==> config.mk <==
export PLATFORM = sky130hd
export DESIGN_NAME = sram_arbiter
export DESIGN_NICKNAME = d
export VERILOG_FILES = /design/src/rtl/sram_pkg.sv /design/src/rtl/sram_hold_timer.sv /design/src/rtl/sram_arbiter.sv
export SDC_FILE = /design/constraint.sdc
export NUM_CORES = 1
export LEC_CHECK = 0
export ABC_AREA = 1
export BUFFER_PORTS_ARGS = -buffer_cell sky130_fd_sc_hd__buf_2
export CORE_ASPECT_RATIO = 1.25
export CORE_MARGIN = 2
export CORE_UTILIZATION = 43
export CTS_CLUSTER_DIAMETER = 50
export CTS_CLUSTER_SIZE = 25
export DETAILED_ROUTE_END_ITERATION = 8
export PLACE_DENSITY_LB_ADDON = 0.12
export SETUP_SLACK_MARGIN = 0.2
export SLEW_MARGIN = 20
export SYNTH_ARGS = -nofsm -noshare
export SYNTH_HDL_FRONTEND = slang
export SYNTH_SLANG_ARGS = --single-unit
==> constraint.sdc <==
create_clock -name clk -period 1.15 [get_ports clk]
set_input_delay 0.115 -clock clk [delete_from_list [all_inputs] [get_ports clk]]
set_output_delay 0.115 -clock clk [all_outputs]
set_load 0.03 [all_outputs]
==> src/rtl/sram_pkg.sv <==
// Shared types and constants for the SRAM arbiter slice: bus widths,
// default config-byte address and the arbiter state encoding.
package sram_pkg;

  localparam int ADDR_W = 19;
  localparam int DATA_W = 8;

  localparam logic [ADDR_W-1:0] DEFAULT_CFG_ADDR = 19'h08FD5;

  typedef enum logic [2:0] {
    ST_BOOT,
    ST_IDLE,
    ST_RD,
    ST_WR_SETUP,
    ST_WR_PULSE,
    ST_WR_HOLD
  } state_t;

  function automatic int max_int(input int a, input int b);
    return (a > b) ? a : b;
  endfunction

endpackage

==> src/rtl/sram_hold_timer.sv <==
// Reloadable down-counter that keeps the arcade core in reset while the
// loader is writing and for HOLD_CYCLES clocks after its last write.
module sram_hold_timer #(
  parameter int HOLD_CYCLES = 255
) (
  input  logic clk,
  input  logic reset,
  input  logic start,
  input  logic reload,
  input  logic enable,
  output logic core_hold
);

  localparam int CNT_W = $clog2(HOLD_CYCLES + 1);
  localparam logic [CNT_W-1:0] HOLD_LOAD = CNT_W'(HOLD_CYCLES);

  logic [CNT_W-1:0] count;
  logic             loading;

  // The count is frozen while a write is in flight and only runs once the
  // boot config read has finished, so the first release is timed from cfg_valid.
  always_ff @(posedge clk) begin
    if (reset) begin
      count   <= HOLD_LOAD;
      loading <= 1'b0;
    end else if (reload) begin
      count   <= HOLD_LOAD;
      loading <= 1'b0;
    end else if (start) begin
      loading <= 1'b1;
    end else if (!loading && enable && (count != '0)) begin
      count <= count - 1'b1;
    end
  end

  assign core_hold = loading || !enable || (count != '0);

endmodule

==> src/rtl/sram_arbiter.sv <==
// sram_arbiter: sole owner of the external SRAM bus. Boot config read, then
// loader writes (priority) and arcade ROM fetches; all SRAM pins registered.
module sram_arbiter
  import sram_pkg::*;
#(
  parameter logic [ADDR_W-1:0] CFG_ADDR    = DEFAULT_CFG_ADDR,
  parameter int                RD_CYCLES   = 2,
  parameter int                WE_CYCLES   = 2,
  parameter int                HOLD_CYCLES = 255
) (
  input  logic              clk,
  input  logic              reset,
  input  logic              ldr_req,
  input  logic [ADDR_W-1:0] ldr_addr,
  input  logic [DATA_W-1:0] ldr_data,
  output logic              ldr_ack,
  input  logic [ADDR_W-1:0] core_addr,
  output logic [DATA_W-1:0] core_data,
  output logic              core_valid,
  output logic              core_hold,
  output logic [DATA_W-1:0] cfg_data,
  output logic              cfg_valid,
  output logic [ADDR_W-1:0] sram_addr,
  output logic [DATA_W-1:0] sram_dout,
  output logic              sram_doe,
  input  logic [DATA_W-1:0] sram_din,
  output logic              sram_we_n
);

  localparam int CNT_W = $clog2(max_int(RD_CYCLES, WE_CYCLES) + 1);
  localparam logic [CNT_W-1:0] BOOT_LAST = CNT_W'(RD_CYCLES);
  localparam logic [CNT_W-1:0] RD_LAST   = CNT_W'(RD_CYCLES - 1);
  localparam logic [CNT_W-1:0] WE_LAST   = CNT_W'(WE_CYCLES - 1);

  state_t            state, state_next;
  logic [CNT_W-1:0]  cnt, cnt_next;

  logic [ADDR_W-1:0] addr_d;
  logic [DATA_W-1:0] dout_d, core_data_d, cfg_data_d;
  logic              doe_d, we_n_d, ack_d, core_valid_d, cfg_valid_d;
  logic              hold_start;

  always_ff @(posedge clk) begin
    if (reset) begin
      state      <= ST_BOOT;
      cnt        <= '0;
      sram_addr  <= CFG_ADDR;
      sram_dout  <= '0;
      sram_doe   <= 1'b0;
      sram_we_n  <= 1'b1;
      ldr_ack    <= 1'b0;
      core_data  <= '0;
      core_valid <= 1'b0;
      cfg_data   <= '0;
      cfg_valid  <= 1'b0;
    end else begin
      state      <= state_next;
      cnt        <= cnt_next;
      sram_addr  <= addr_d;
      sram_dout  <= dout_d;
      sram_doe   <= doe_d;
      sram_we_n  <= we_n_d;
      ldr_ack    <= ack_d;
      core_data  <= core_data_d;
      core_valid <= core_valid_d;
      cfg_data   <= cfg_data_d;
      cfg_valid  <= cfg_valid_d;
    end
  end

  // The boot wait lasts one clock longer than a fetch's RD phase because the
  // config address is already on the pins out of reset.
  always_comb begin
    state_next = state;
    cnt_next   = cnt + 1'b1;
    case (state)
      ST_BOOT: begin
        if (cnt == BOOT_LAST) begin
          state_next = ST_IDLE;
          cnt_next   = '0;
        end
      end
      ST_IDLE: begin
        cnt_next   = '0;
        state_next = ldr_req ? ST_WR_SETUP : ST_RD;
      end
      ST_RD: begin
        if (cnt == RD_LAST) begin
          state_next = ST_IDLE;
          cnt_next   = '0;
        end
      end
      ST_WR_SETUP: begin
        state_next = ST_WR_PULSE;
        cnt_next   = '0;
      end
      ST_WR_PULSE: begin
        if (cnt == WE_LAST) begin
          state_next = ST_WR_HOLD;
          cnt_next   = '0;
        end
      end
      ST_WR_HOLD: begin
        state_next = ST_IDLE;
        cnt_next   = '0;
      end
      default: begin
        state_next = ST_BOOT;
        cnt_next   = '0;
      end
    endcase
  end

  always_comb begin
    addr_d       = sram_addr;
    dout_d       = sram_dout;
    doe_d        = sram_doe;
    we_n_d       = 1'b1;
    ack_d        = 1'b0;
    core_data_d  = core_data;
    core_valid_d = 1'b0;
    cfg_data_d   = cfg_data;
    cfg_valid_d  = cfg_valid;
    case (state)
      ST_BOOT: begin
        if (cnt == BOOT_LAST) begin
          cfg_data_d  = sram_din;
          cfg_valid_d = 1'b1;
        end
      end
      ST_IDLE: begin
        doe_d = ldr_req;
        if (ldr_req) begin
          addr_d = ldr_addr;
          dout_d = ldr_data;
        end else begin
          addr_d = core_addr;
        end
      end
      ST_RD: begin
        if (cnt == RD_LAST) begin
          core_data_d  = sram_din;
          core_valid_d = 1'b1;
        end
      end
      ST_WR_SETUP: we_n_d = 1'b0;
      ST_WR_PULSE: begin
        if (cnt == WE_LAST) ack_d = 1'b1;
        else                we_n_d = 1'b0;
      end
      ST_WR_HOLD: doe_d = 1'b0;
      default: ;
    endcase
  end

  assign hold_start = (state == ST_IDLE) && ldr_req;

  sram_hold_timer #(
    .HOLD_CYCLES(HOLD_CYCLES)
  ) u_hold_timer (
    .clk      (clk),
    .reset    (reset),
    .start    (hold_start),
    .reload   (ack_d),
    .enable   (cfg_valid),
    .core_hold(core_hold)
  );

endmodule

== Word-level counts from Yosys, hierarchy flattened ==
Cells that the tools add are included.
Widths: inputs -> output; s select.

* Add/subtract/negate cells: 2
* Equality and inequality tests: 10
* Mux-type cells: 13
* Bitwise operators: 2
* Reductions and logical operators: 18

{| class="wikitable"
|+ Operators by type and width
! operator !! number
|-
| $mux 19 || 1
|-
| $pmux 3 s6 || 1
|-
| $mux 3 || 3
|-
| $reduce_and 2->1 || 4
|-
| $reduce_bool 8->1 || 1
|-
| $sub 8x1->8 const B || 1
|-
| $eq 3x2->1 const B || 2
|-
| $eq 3x3->1 const B || 2
|-
| $ne 2x2->1 const B || 3
|-
| $reduce_or 2->1 || 3
|-
| $mux 2 || 2
|-
| $pmux 1 s2 || 2
|-
| $pmux 2 s2 || 1
|-
| $eq 3x1->1 const B || 1
|-
| $logic_and 1x1->1 || 3
|-
| $logic_not 3->1 || 1
|-
| $mux 1 || 3
|-
| $reduce_and 3->1 || 1
|-
| $add 2x1->2 const B || 1
|-
| $eq 2x1->1 const B || 1
|-
| $eq 2x2->1 const B || 1
|-
| $logic_not 1->1 || 2
|-
| $logic_or 1x1->1 || 2
|-
| $not 1->1 || 2
|-
| $reduce_bool 2->1 || 1
|}

* Bits in registers: 62
* Bits of input ports: 57
* Output and inout bits: 49
* Word-level logic and storage cells: 58

== Longest topological paths before layout ==
Gate-level depths: netlist of the first run.

* Depth in word-level cells: 4
* Mapped depth: 8
* Mapped depth without buffers: 8

== Modules after synthesis ==
A second synthesis of the first run with hierarchy kept.

* Cells, all modules: 430
* Area total of the unflattened synthesis: 2826.5 um^2

{| class="wikitable"
|+ Modules (own cells, without submodules)
! module !! instances !! cells an instance !! area each (um^2) !! sequential area each (um^2)
|-
| sram_arbiter || 1 || 353 || 2298.5 || 1061.0
|-
| sram_hold_timer || 1 || 77 || 528.0 || 180.2
|}

== Worst setup path before layout of the first run ==
No wires, ideal clock.

* Path type: reg2reg
* Start point: register cfg_valid
* End point: register u_hold_timer.count[7]
* Library setup time: 124 ps
* Arrival time: 1088 ps
* Required time: 1026 ps
* Setup slack: -62 ps
* Cell stages (with the launch flop): 6
* Buffers on the path: 0
* Clock period less this slack: 1212 ps
* Cell sequence: dfxtp_1 -> inv_1 -> nor2_1 -> nand3_2 -> nand2_1 -> nand3_1

* Word-level cells in the longest chain between the ends: 3

{| class="wikitable"
|+ RTL lines
! what !! line !! RTL
|-
| from (decl) || sram_arbiter.sv:22 || <nowiki>output logic cfg_valid,</nowiki>
|-
| from (signal assigned) || sram_arbiter.sv:67 || <nowiki>cfg_valid <= cfg_valid_d;</nowiki>
|-
| $logic_and 1x1->1 (2 in a row) || sram_hold_timer.sv:31 || <nowiki>end else if (!loading && enable && (count != '0)) begin</nowiki>
|-
| $reduce_and 2->1 (no line) || -- ||
|-
| to (signal assigned) || sram_hold_timer.sv:32 || <nowiki>count <= count - 1'b1;</nowiki>
|-
| to (decl) || sram_hold_timer.sv:17 || <nowiki>logic [CNT_W-1:0] count;</nowiki>
|}

Every way passes these cells.
A chain may end at the register's enable or synchronous reset.

== Worst setup path after layout of the first run ==
* Start point: register u_hold_timer.count[1]
* End point: output core_hold

* Word-level cells in the longest chain between the ends: 2

{| class="wikitable"
|+ RTL lines
! what !! line !! RTL
|-
| $reduce_bool 8->1 || sram_hold_timer.sv:36 || <nowiki>assign core_hold = loading || !enable || (count != '0);</nowiki>
|-
| $logic_or 1x1->1 || sram_hold_timer.sv:36 ||
|-
| to (decl) || sram_arbiter.sv:20 || <nowiki>output logic core_hold,</nowiki>
|}

Every way passes these cells.

==> results of run 1 <==
layout make-up:
class / count / area (sq um)
flip-flops and latches: 62 / 1330
multi-input cells: 246 / 1660
clock buffers: 10 / 149
inverters: 21 / 124
clock inverters: 6 / 115
fillers: 420 / 1290
well taps: 85 / 106
repair inverters: 4 / 50.0
repair buffers: 148 / 1270
per-layer routing:
metal | vias to the layer above | share of wire [%] | GRT usage, %
met2 | 99 | 54 | 37.9
met3 | 12 | 5.5 | 4.51
met1 | 1368 | 39 | 28.6
li1 | 1432 | - | -
met4 | 0 | 1.3 | 9.52
met5 | - | 0 | 0
synthesized netlist by cell type (2+ instances only):
| cell | n |
|---|---|
| xnor2_1 | 2 |
| nor2_2 | 3 |
| nand3_1 | 31 |
| inv_1 | 13 |
| or2_2 | 9 |
| nor2_1 | 60 |
| nor2_4 | 3 |
| nand4_1 | 2 |
| o211ai_1 | 10 |
| clkbuf_1 | 5 |
| buf_2 | 3 |
| dfxtp_1 | 62 |
| nor3_1 | 2 |
| ha_1 | 2 |
| nand2_1 | 64 |
| inv_2 | 7 |
| nand2_2 | 4 |
| o21ai_0 | 27 |
| o211a_1 | 9 |
| a21oi_1 | 6 |
| nand3_2 | 3 |
| buf_6 | 4 |
through the flow:
step	power (uW)	TNS [ps]
finish	10800	-2390
global route	11400	-5470
CTS	10100	-774
detailed placement	6260	-192
global placement	6200	0
floorplan	5330	0
registers in the layout, summed over array words and instances, names as in the netlist:
| register | count |
|---|---|
| cfg_data | 8 |
| sram_we_n | 1 |
| ldr_ack | 1 |
| core_data | 8 |
| state | 3 |
| cfg_valid | 1 |
| sram_doe | 1 |
| sram_addr | 19 |
| core_valid | 1 |
| u_hold_timer.loading | 1 |
| sram_dout | 8 |
| u_hold_timer.count | 8 |
| cnt | 2 |
critical path: cells and delay by family (launching register included):
family | cells | cell delay [ps]
flip-flops | 1 | 340
buffers and inverters | 2 | 210
AND/OR/NAND/NOR | 3 | 250
adder cells (fa/ha/maj) | 1 | 160
kinds of logic (layout without fill, tap and decap cells):
logic type                 after synthesis  count (layout)
and+or+nand+nor                        185             187
DFF                                     62              62
xor gates and xnor gates                 3               3
AOI/OAI and AO/OA                       54              54
adders and majority gates                2               2
buffers and inverters                   33             189
power by group:
| group | internal [uW] | total [uW] | switching [uW] | leakage (uW) |
|---|---|---|---|---|
| Sequential | 2800 | 3290 | 491 | 0.000518 |
| Clock | 1580 | 2490 | 911 | 0.000128 |
| Combinational | 2270 | 5040 | 2770 | 0.00154 |
timing repair:
action	in CTS	in global routing
cloned	5	2
pin swaps	40	31
gates resized for setup	209	65
endpoints found under the setup margin	111	92
endpoints found under the hold margin	1	0
setup buffers	9	15
hold buffers	1	0
worst paths after layout:
| kind | to | cells past startpoint |
|---|---|---|
| worst max-delay path | core_hold | 6 |
| worst min-delay path | sram_dout[7] | 3 |
| worst max register to register | u_hold_timer.count[7] | 9 |
| worst min register to register | sram_addr[11] | 2 |
==> run_results.csv, run 1 <==
group,metric,value,unit
timing,hold_ws,6.60,ps
logic_synthesis,synth-seq-cells,62,
grt,grt_pass1_wl,12200,um
placed_design,place_area,3460,sq um
clocking,htreeDepth,3,
power_and_ir_drop,peakVddDrop,1.55,mV
clocking,cts_tree,"done",
logic_synthesis,muxShareOfSynthArea,0,%
timing,fmax,712,MHz
floorplanning,initial_core_util,43.8,%
run,cap_violations,0,
timing,slew_viol_final,0,
timing,setup_violations,39,
clocking,numCtsBuffers,9,
timing,relSlewSlack,77.7,%
cells_and_area,final_cell_mix,"nand2_1, buf_2, buf_6, dfxtp_2, nor2_1",
grt,gr-usage-all-layers,22.9,%
floorplanning,core_area,6090,sq um
logic_synthesis,ys_warn_count,0,
timing,tightest_slew,334,ps
outcome,violations,"negative setup slack",
logic_synthesis,netlist_instances,339,
power_and_ir_drop,power.density,2260,nW/um^2
cells_and_area,final_common_cell,"nand2_1",
setup_path,cpPeakStageDelay,340,ps
logic_synthesis,synth_nets,398,
setup_path,worstPathRequired,1030,ps
cells_and_area,utilization,78.8,%
logic_synthesis,synth_top_family_by_area,"simple AND/OR/NAND/NOR gates",
logic_synthesis,synth_area_leaders,"dfxtp_1, nand2_1, nor2_1",
setup_path,worstPathArrival,1290,ps
clocking,cts.reportedPaths.clkPinSlew,80,ps
setup_path,endpoint_kind,"primary output",
timing,clock_skew,11.0,ps
logic_synthesis,synth_edf_count,0,
grt,grt_overflow,0,
detailed_routing,wirelength,8670,um
min_path,hp-start,"ldr_data[7]",
grt,antenna_found_initial,0,
power_and_ir_drop,p_leak,0.00219,uW
cells_and_area,finalNetCount,551,
grt,grt_start_max_net_pins,44,
logic_synthesis,async_flop_share,0,%
setup_path,crit_start,"u_hold_timer.count[1]",
setup_path,critical_path.max_fanout,2,
detailed_routing,wl_per_cell,14.9,um
logic_synthesis,synth-xor-area-share,0.986,%
timing,rsz0062_at_grt,"yes",
outcome,outcome,"complete, but fails checks",
logic_synthesis,synth_flop_cell,"dfxtp_1",
cells_and_area,drive_above_1_share,66.0,%
detailed_routing,antenna_left,0,
logic_synthesis,synth_area,2670,sq um
grt,first_global_vias,2692,
detailed_routing,drcViolationCount,0,
placed_design,place.gp.congestion,0.814,
logic_synthesis,ys_seq_area_share,46.6,%
setup_path,r2r-start,"u_hold_timer.count[1]",
cells_and_area,design_area,4800,sq um
placed_design,place_ws,-31.0,ps
setup_path,r2r_slack,-140,ps
timing,hold_viol_final,0,
logic_synthesis,synth_area_per_cell,7.86,sq um
logic_synthesis,synthAdderAreaFrac,0.939,%
placed_design,io_buffers,105,
detailed_routing,first_pass_iters,4,
cells_and_area,final_cells,582,
clocking,cts_max_path_buffers,2,
placed_design,place_inst,534,
clocking,clockRootBuffer,"clkbuf_8",
setup_path,start_kind,"flip-flop",
setup_path,path_class,"flip-flop to primary output",
setup_path,crit_slowest_cell,"dfxtp_2",
detailed_routing,routed-via-count,2911,
clocking,clock-sinks,62,
floorplanning,rows,32,
logic_synthesis,synth_top_area_share,46.6,%
cells_and_area,syn_to_final_growth,80.0,%
placed_design,post-dp-hpwl,4610,um
cells_and_area,antennaDiodeCount,0,
timing,timing.final.ws_setup,-255,ps
logic_synthesis,ys_types,30,
clocking,clock_latency,340,ps
floorplanning,die_height,92.0,um
floorplanning,num_io_pins,106,
detailed_routing,drt_iter0_markers,128,
setup_path,path_cells,"inv_2 > ha_4 > nand3_4 > nor2_4 > nand2_4 > buf_6",
min_path,worstHoldPathType,"primary input to flip-flop",
detailed_routing,via_per_inst,5.00,
floorplanning,die_area,6850,sq um
timing,min_period,1410,ps
floorplanning,die_w,74.4,um
logic_synthesis,synthSimpleGateAreaFrac,32.3,%
logic_synthesis,synth_compound_area_share,13.1,%
timing,fin_crit_sh,122,%
logic_synthesis,synth_top_cell_by_area,"dfxtp_1",
Note: power is estimated with default switching activity, not from simulation.
==> run 2: changes to the inputs <==
Settings changed: ABC_AREA 1 to not set.
==> run_results.csv, run 2 <==
group,metric,value,unit
detailed_routing,wl_met1,3510,um
detailed_routing,wirelength,9300,um
placed_design,place_area,3570,sq um
power_and_ir_drop,pwr-share-seq,33.8,%
grt,grt_start_max_net_pins,28,
cells_and_area,final_common_cell,"buf_6",
setup_path,worstPathRequired,1370,ps
grt,antenna_found_initial,0,
logic_synthesis,synth_area,2600,sq um
floorplanning,die_w,73.6,um
cells_and_area,multi_input_area,1660,sq um
detailed_routing,via_per_inst,5.29,
power_and_ir_drop,power.density,1630,nW/um^2
timing,rsz0062_at_grt,"yes",
setup_path,critical_path.max_fanout,8,
run,cap_violations,0,
logic_synthesis,async_flop_share,0,%
detailed_routing,dr_wl_met2,5150,um
detailed_routing,routed-via-count,2801,
outcome,outcome,"complete, but fails checks",
logic_synthesis,netlist_instances,274,
setup_path,crit_family,"buffers and inverters",
setup_path,endpoint_kind,"flip-flop",
logic_synthesis,ys_types,37,
grt,first_global_vias,2705,
cells_and_area,antennaDiodeCount,0,
grt,gr-usage-all-layers,24.1,%
clocking,htreeDepth,3,
timing,tightest_slew,284,ps
floorplanning,num_io_pins,106,
power_and_ir_drop,power_frac_comb,42.3,%
placed_design,place_ws,-270,ps
floorplanning,core_area,5820,sq um
cells_and_area,top_register,"sram_addr",
min_path,worstHoldPathType,"primary input to flip-flop",
power_and_ir_drop,p_leak,0.00216,uW
power_and_ir_drop,p_sw_share,34.9,%
detailed_routing,antenna_left,0,
logic_synthesis,synth_area_per_cell,9.50,sq um
power_and_ir_drop,pwr-share-clk,23.9,%
floorplanning,die_height,91,um
detailed_routing,drcViolationCount,0,
detailed_routing,drt_iter0_markers,103,
logic_synthesis,synth_area_leaders,"dfxtp_1, mux2i_1, nor2_1",
grt,grt_overflow,0,
detailed_routing,wl_per_cell,17.6,um
placed_design,post-dp-hpwl,4480,um
cells_and_area,utilization,85.1,%
logic_synthesis,synth.most_common_cell,"dfxtp_1",
clocking,cts_tree,"done",
setup_path,cpMostUsedCell,"buf_6",
detailed_routing,dr_wl_met3,375,um
logic_synthesis,ys_warn_count,0,
logic_synthesis,synth_nets,333,
logic_synthesis,synth_top_cell_by_area,"dfxtp_1",
timing,min_period,1510,ps
setup_path,path_cells,"buf_6 > buf_6 > nor3b_4 > buf_6 > buf_12 > nand2_8 > nand2_2 > a21oi_2",
cells_and_area,syn_to_final_growth,90.2,%
detailed_routing,first_pass_iters,5,
setup_path,start_kind,"flip-flop",
logic_synthesis,synth_flop_cell,"dfxtp_1",
placed_design,io_buffers,105,
detailed_routing,highest_layer,"met4",
logic_synthesis,ys_seq_area_share,47.7,%
clocking,clock_latency,350,ps
timing,clock_skew,11.4,ps
floorplanning,initial_core_util,44.8,%
setup_path,cpPeakStageDelay,380,ps
clocking,clockRootBuffer,"clkbuf_8",
grt,grt_pass1_wl,12600,um
timing,setup_violations,63,
cells_and_area,drive_above_1_share,71.7,%
power_and_ir_drop,p_int,5260,uW
clocking,clock-sinks,62,
timing,slew_viol_final,0,
power_and_ir_drop,power,8080,uW
placed_design,place.gp.congestion,0.764,
cells_and_area,nFillCells,292,
clocking,cts_max_path_buffers,2,
floorplanning,rows,31,
floorplanning,die_area,6700,sq um
logic_synthesis,synth_top_area_share,47.7,%
setup_path,cp_num_buf_inv,4,
cells_and_area,finalNetCount,517,
power_and_ir_drop,peakVddDrop,0.990,mV
outcome,violations,"negative setup slack",
cells_and_area,largest_register_ff_count,19,
logic_synthesis,synth_common_cells,"dfxtp_1, nor2_1, mux2i_1",
timing,relSlewSlack,80.5,%
setup_path,worstPathArrival,1730,ps
timing,fin_crit_sh,131,%
clocking,numCtsBuffers,9,
cells_and_area,final_cell_mix,"buf_6, buf_2, dfxtp_2, buf_4, mux2i_1",
timing,tns,-15270,ps
setup_path,path_class,"flip-flop to flip-flop",
timing,fmax,664,MHz
timing,hold_viol_final,0,
timing,timing.final.ws_setup,-357,ps
power_and_ir_drop,power.switching,2820,uW
clocking,cts.reportedPaths.clkPinSlew,80,ps
logic_synthesis,synth_edf_count,0,
cells_and_area,ff_latch_area,1320,sq um
setup_path,crit_slowest_cell,"dfxtp_4",
cells_and_area,design_area,4950,sq um
logic_synthesis,synth-seq-cells,62,
==> run 2: cell types whose count changed after synthesis, sizes merged, moves of 10 or more <==
| cell | delta |
|---|---|
| nand2 | -45 |
| mux2i | +36 |
| inv | -19 |
| o211ai | -10 |
| nor2 | -18 |
| a211oi | +13 |
| a211o | +11 |
| o21ai | -23 |
| nand3 | -33 |
==> run 2: logic make-up after synthesis <==
group / after synthesis / synth area share (%)
adders and majority gates: 2 / 0.961
xor gates and xnor gates: 2 / 0.673
muxes: 36 / 13.8
buffers and inverters: 21 / 3.89
AOI/OAI and AO/OA: 47 / 13.4
DFF: 62 / 47.7
and+or+nand+nor: 104 / 19.6
==> run 2: per-stage QoR <==
step | hold slack (ps) | std cells
4_1_cts | 2.94 | 514
5_1_grt | 19.7 | 529
3_3_place_gp | 360 | 466
2_1_floorplan | 255 | 274
3_5_place_dp | 369 | 466
6_report | 5.77 | 529
==> run 2: power by group through the flow <==
stage	registers [uW]	clock network, uW	logic (uW)
detailed placement	2640	0	2050
finish	2730	1930	3420
global placement	2630	0	2010
global route	2750	2040	3590
CTS	2690	1940	2990
floorplan	3070	0	971
==> run 2: worst min-delay path, cell delays in order <==
cell     delay [ps]
buf_2            90
mux2i_1          60
nor2_1           70
==> run 2: path summary, 6_finish.rpt <==
| check | startpoint | to | slack [ps] | cells after the start |
|---|---|---|---|---|
| worst max-delay path | state[0] | sram_dout[4] | -360 | 8 |
| worst min-delay path | sram_din[7] | core_data[7] | 6 | 3 |
| worst max register to register | state[0] | sram_dout[4] | -360 | 8 |
| worst min register to register | sram_addr[10] | sram_addr[10] | 470 | 1 |
==> run 2: final cells by class <==
class | count | share of cell area [%]
multi-input combinational | 194 | 33.6
clock buffer | 9 | 2.50
sequential | 62 | 26.7
tap | 66 | 1.67
inverter | 2 | 0.152
timing repair buffer | 189 | 33.9
clock inverter | 7 | 1.52
==> run 2: metal layers <==
layer / global-route usage (%) / up-vias
met5: 0 / -
met4: 10.3 / 0
met3: 5.33 / 24
met2: 43.0 / 88
met1: 26.4 / 1362
li1: - / 1327
==> run 2: timing repair <==
item | 4_1_cts | 5_1_grt
gates cloned | 7 | 0
hold buffers | 1 | 0
buffers inserted | 24 | 15
gates resized for setup | 207 | 48
endpoints found under the setup margin | 110 | 92
pin swaps | 31 | 33
endpoints found under the hold margin | 1 | 0
==> run 3: changes to the inputs <==
Settings changed: ABC_AREA set to 1, CORE_ASPECT_RATIO 1.25 to 2.
==> run_results.csv, run 3 (same netlist as run 1, synthesis figures left out) <==
group,metric,value,unit
min_path,worstHoldPathType,"primary input to flip-flop",
grt,grt_start_max_net_pins,28,
power_and_ir_drop,power.density,2320,nW/um^2
power_and_ir_drop,p_sw_share,38.2,%
clocking,cts.reportedPaths.clkPinSlew,50,ps
detailed_routing,routed-via-count,2962,
power_and_ir_drop,peakVddDrop,1.33,mV
cells_and_area,final_cells,559,
clocking,clock_latency,330,ps
setup_path,crit_slowest_cell,"dfxtp_2",
setup_path,endpoint_kind,"primary output",
power_and_ir_drop,power,11400,uW
detailed_routing,antenna_left,0,
setup_path,crit_family,"simple AND/OR/NAND/NOR gates",
power_and_ir_drop,pwr-share-seq,29.3,%
clocking,numCtsBuffers,9,
cells_and_area,antennaDiodeCount,0,
cells_and_area,final_common_cell,"buf_2",
cells_and_area,top_register,"sram_addr",
detailed_routing,drt_iter0_markers,119,
power_and_ir_drop,power.switching,4350,uW
setup_path,path_cells,"nor2_2 > nand2_2 > nor2_4 > nand2_4 > buf_6",
timing,slew_viol_final,0,
floorplanning,initial_core_util,44.4,%
detailed_routing,wl_per_cell,16.0,um
placed_design,place_inst,512,
placed_design,post-dp-hpwl,5050,um
cells_and_area,drive_above_1_share,69.8,%
cells_and_area,syn_to_final_growth,83.8,%
timing,timing.final.ws_setup,-203,ps
clocking,cts_max_path_buffers,2,
floorplanning,rows,40,
timing,min_period,1350,ps
setup_path,r2r_slack,-150,ps
setup_path,worstPathRequired,1030,ps
power_and_ir_drop,p_leak,0.00221,uW
floorplanning,die_height,115,um
setup_path,cpPeakStageDelay,340,ps
grt,grt_overflow,0,
grt,antenna_found_initial,0,
cells_and_area,finalNetCount,550,
timing,fmax,739,MHz
timing,relSlewSlack,74.8,%
outcome,outcome,"complete, but fails checks",
setup_path,worstPathArrival,1240,ps
detailed_routing,via_per_inst,5.30,
detailed_routing,drcViolationCount,0,
setup_path,path_class,"flip-flop to primary output",
floorplanning,core_area,6010,sq um
power_and_ir_drop,pwr-share-clk,23.8,%
placed_design,place.gp.congestion,0.779,
timing,setup_violations,41,
timing,fin_crit_sh,118,%
clocking,clock-sinks,62,
timing,tightest_slew,379,ps
floorplanning,die_w,59.7,um
detailed_routing,wirelength,8950,um
clocking,cts_tree,"done",
setup_path,start_kind,"flip-flop",
detailed_routing,first_pass_iters,6,
cells_and_area,largest_register_ff_count,19,
placed_design,io_buffers,105,
grt,first_global_vias,2816,
floorplanning,die_area,6880,sq um
clocking,clockRootBuffer,"clkbuf_16",
setup_path,cp_num_buf_inv,1,
power_and_ir_drop,power_frac_comb,46.9,%
power_and_ir_drop,p_int,7020,uW
timing,rsz0062_at_grt,"yes",
floorplanning,num_io_pins,106,
timing,hold_viol_final,0,
clocking,htreeDepth,3,
grt,grt_pass1_wl,12400,um
run,cap_violations,0,
outcome,violations,"negative setup slack",
timing,clock_skew,6.19,ps
setup_path,critical_path.max_fanout,4,
cells_and_area,final_cell_mix,"buf_2, buf_6, nand2_1, dfxtp_2, nor2_1",
grt,gr-usage-all-layers,24.1,%
[run 3: cell count changes in the layout (fill, tap and decap cells not counted), sizes merged, moves of 9 or more]
cell | previous run | this run
o211a | 0 | 9
inv | 2 | 20
o21ai | 4 | 27
nor2 | 49 | 68
nand3 | 2 | 35
buf | 188 | 146
nand2 | 24 | 70
mux2i | 36 | 0
o211ai | 1 | 11
a211o | 11 | 0
a211oi | 13 | 0
[run 3: worst paths after layout]
kind	from	end	cells past startpoint
setup / recovery	u_hold_timer.count[2]	core_hold	5
hold / removal	ldr_data[7]	sram_dout[7]	3
setup reg to reg	state[0]	core_data[2]	7
hold reg to reg	sram_addr[11]	sram_addr[11]	2
[run 3: power groups by stage]
stage	logic, uW	clock network (uW)	registers (uW)
5_1_grt	5660	2830	3380
3_3_place_gp	3110	0	3050
2_1_floorplan	1530	0	3800
4_1_cts	4460	2730	3180
6_report	5330	2710	3330
3_5_place_dp	3160	0	3060
[run 3: per-stage QoR]
stage | hold slack, ps | setup slack (ps) | setup TNS [ps] | cell area (sq um) | utilization, %
floorplan | 250 | 81.0 | 0 | 2740 | -
global placement | 347 | 10.6 | 0 | 3410 | 56.7
detailed placement | 358 | -31.4 | -90.7 | 3410 | 56.7
CTS | 4.86 | -220 | -1290 | 4440 | 74.0
global route | 41.6 | -254 | -6630 | 4900 | 81.6
finish | 25.7 | -203 | -3100 | 4900 | 81.6
[run 3: final cells by class]
type	count	area (sq um)
well taps	63	78.8
multi-input cells	246	1780
fillers	374	1110
repair inverters	3	33.8
clock inverters	4	45.0
repair buffers	148	1250
flip-flops and latches	62	1330
clock buffers	12	256
inverters	21	129
[run 3: metal layers]
metal	vias to the layer above	part of all wire [%]	GRT usage, %
met5	-	0	0
met4	0	3.7	13.3
met3	28	3.4	5.40
met2	76	58	44.9
met1	1425	35	22.8
li1	1433	-	-
[run 3: worst min-delay path, cell delays in order]
cell and delay (ps):
buf_2 90, o21ai_2 50, nor2_1 70
[run 3: repair_timing]
action | 4_1_cts | 5_1_grt
hold buffers | 0 | 0
resized for setup | 200 | 105
setup endpoints to repair | 108 | 92
buffers inserted | 11 | 14
pin swaps | 30 | 29
gates cloned | 5 | 1
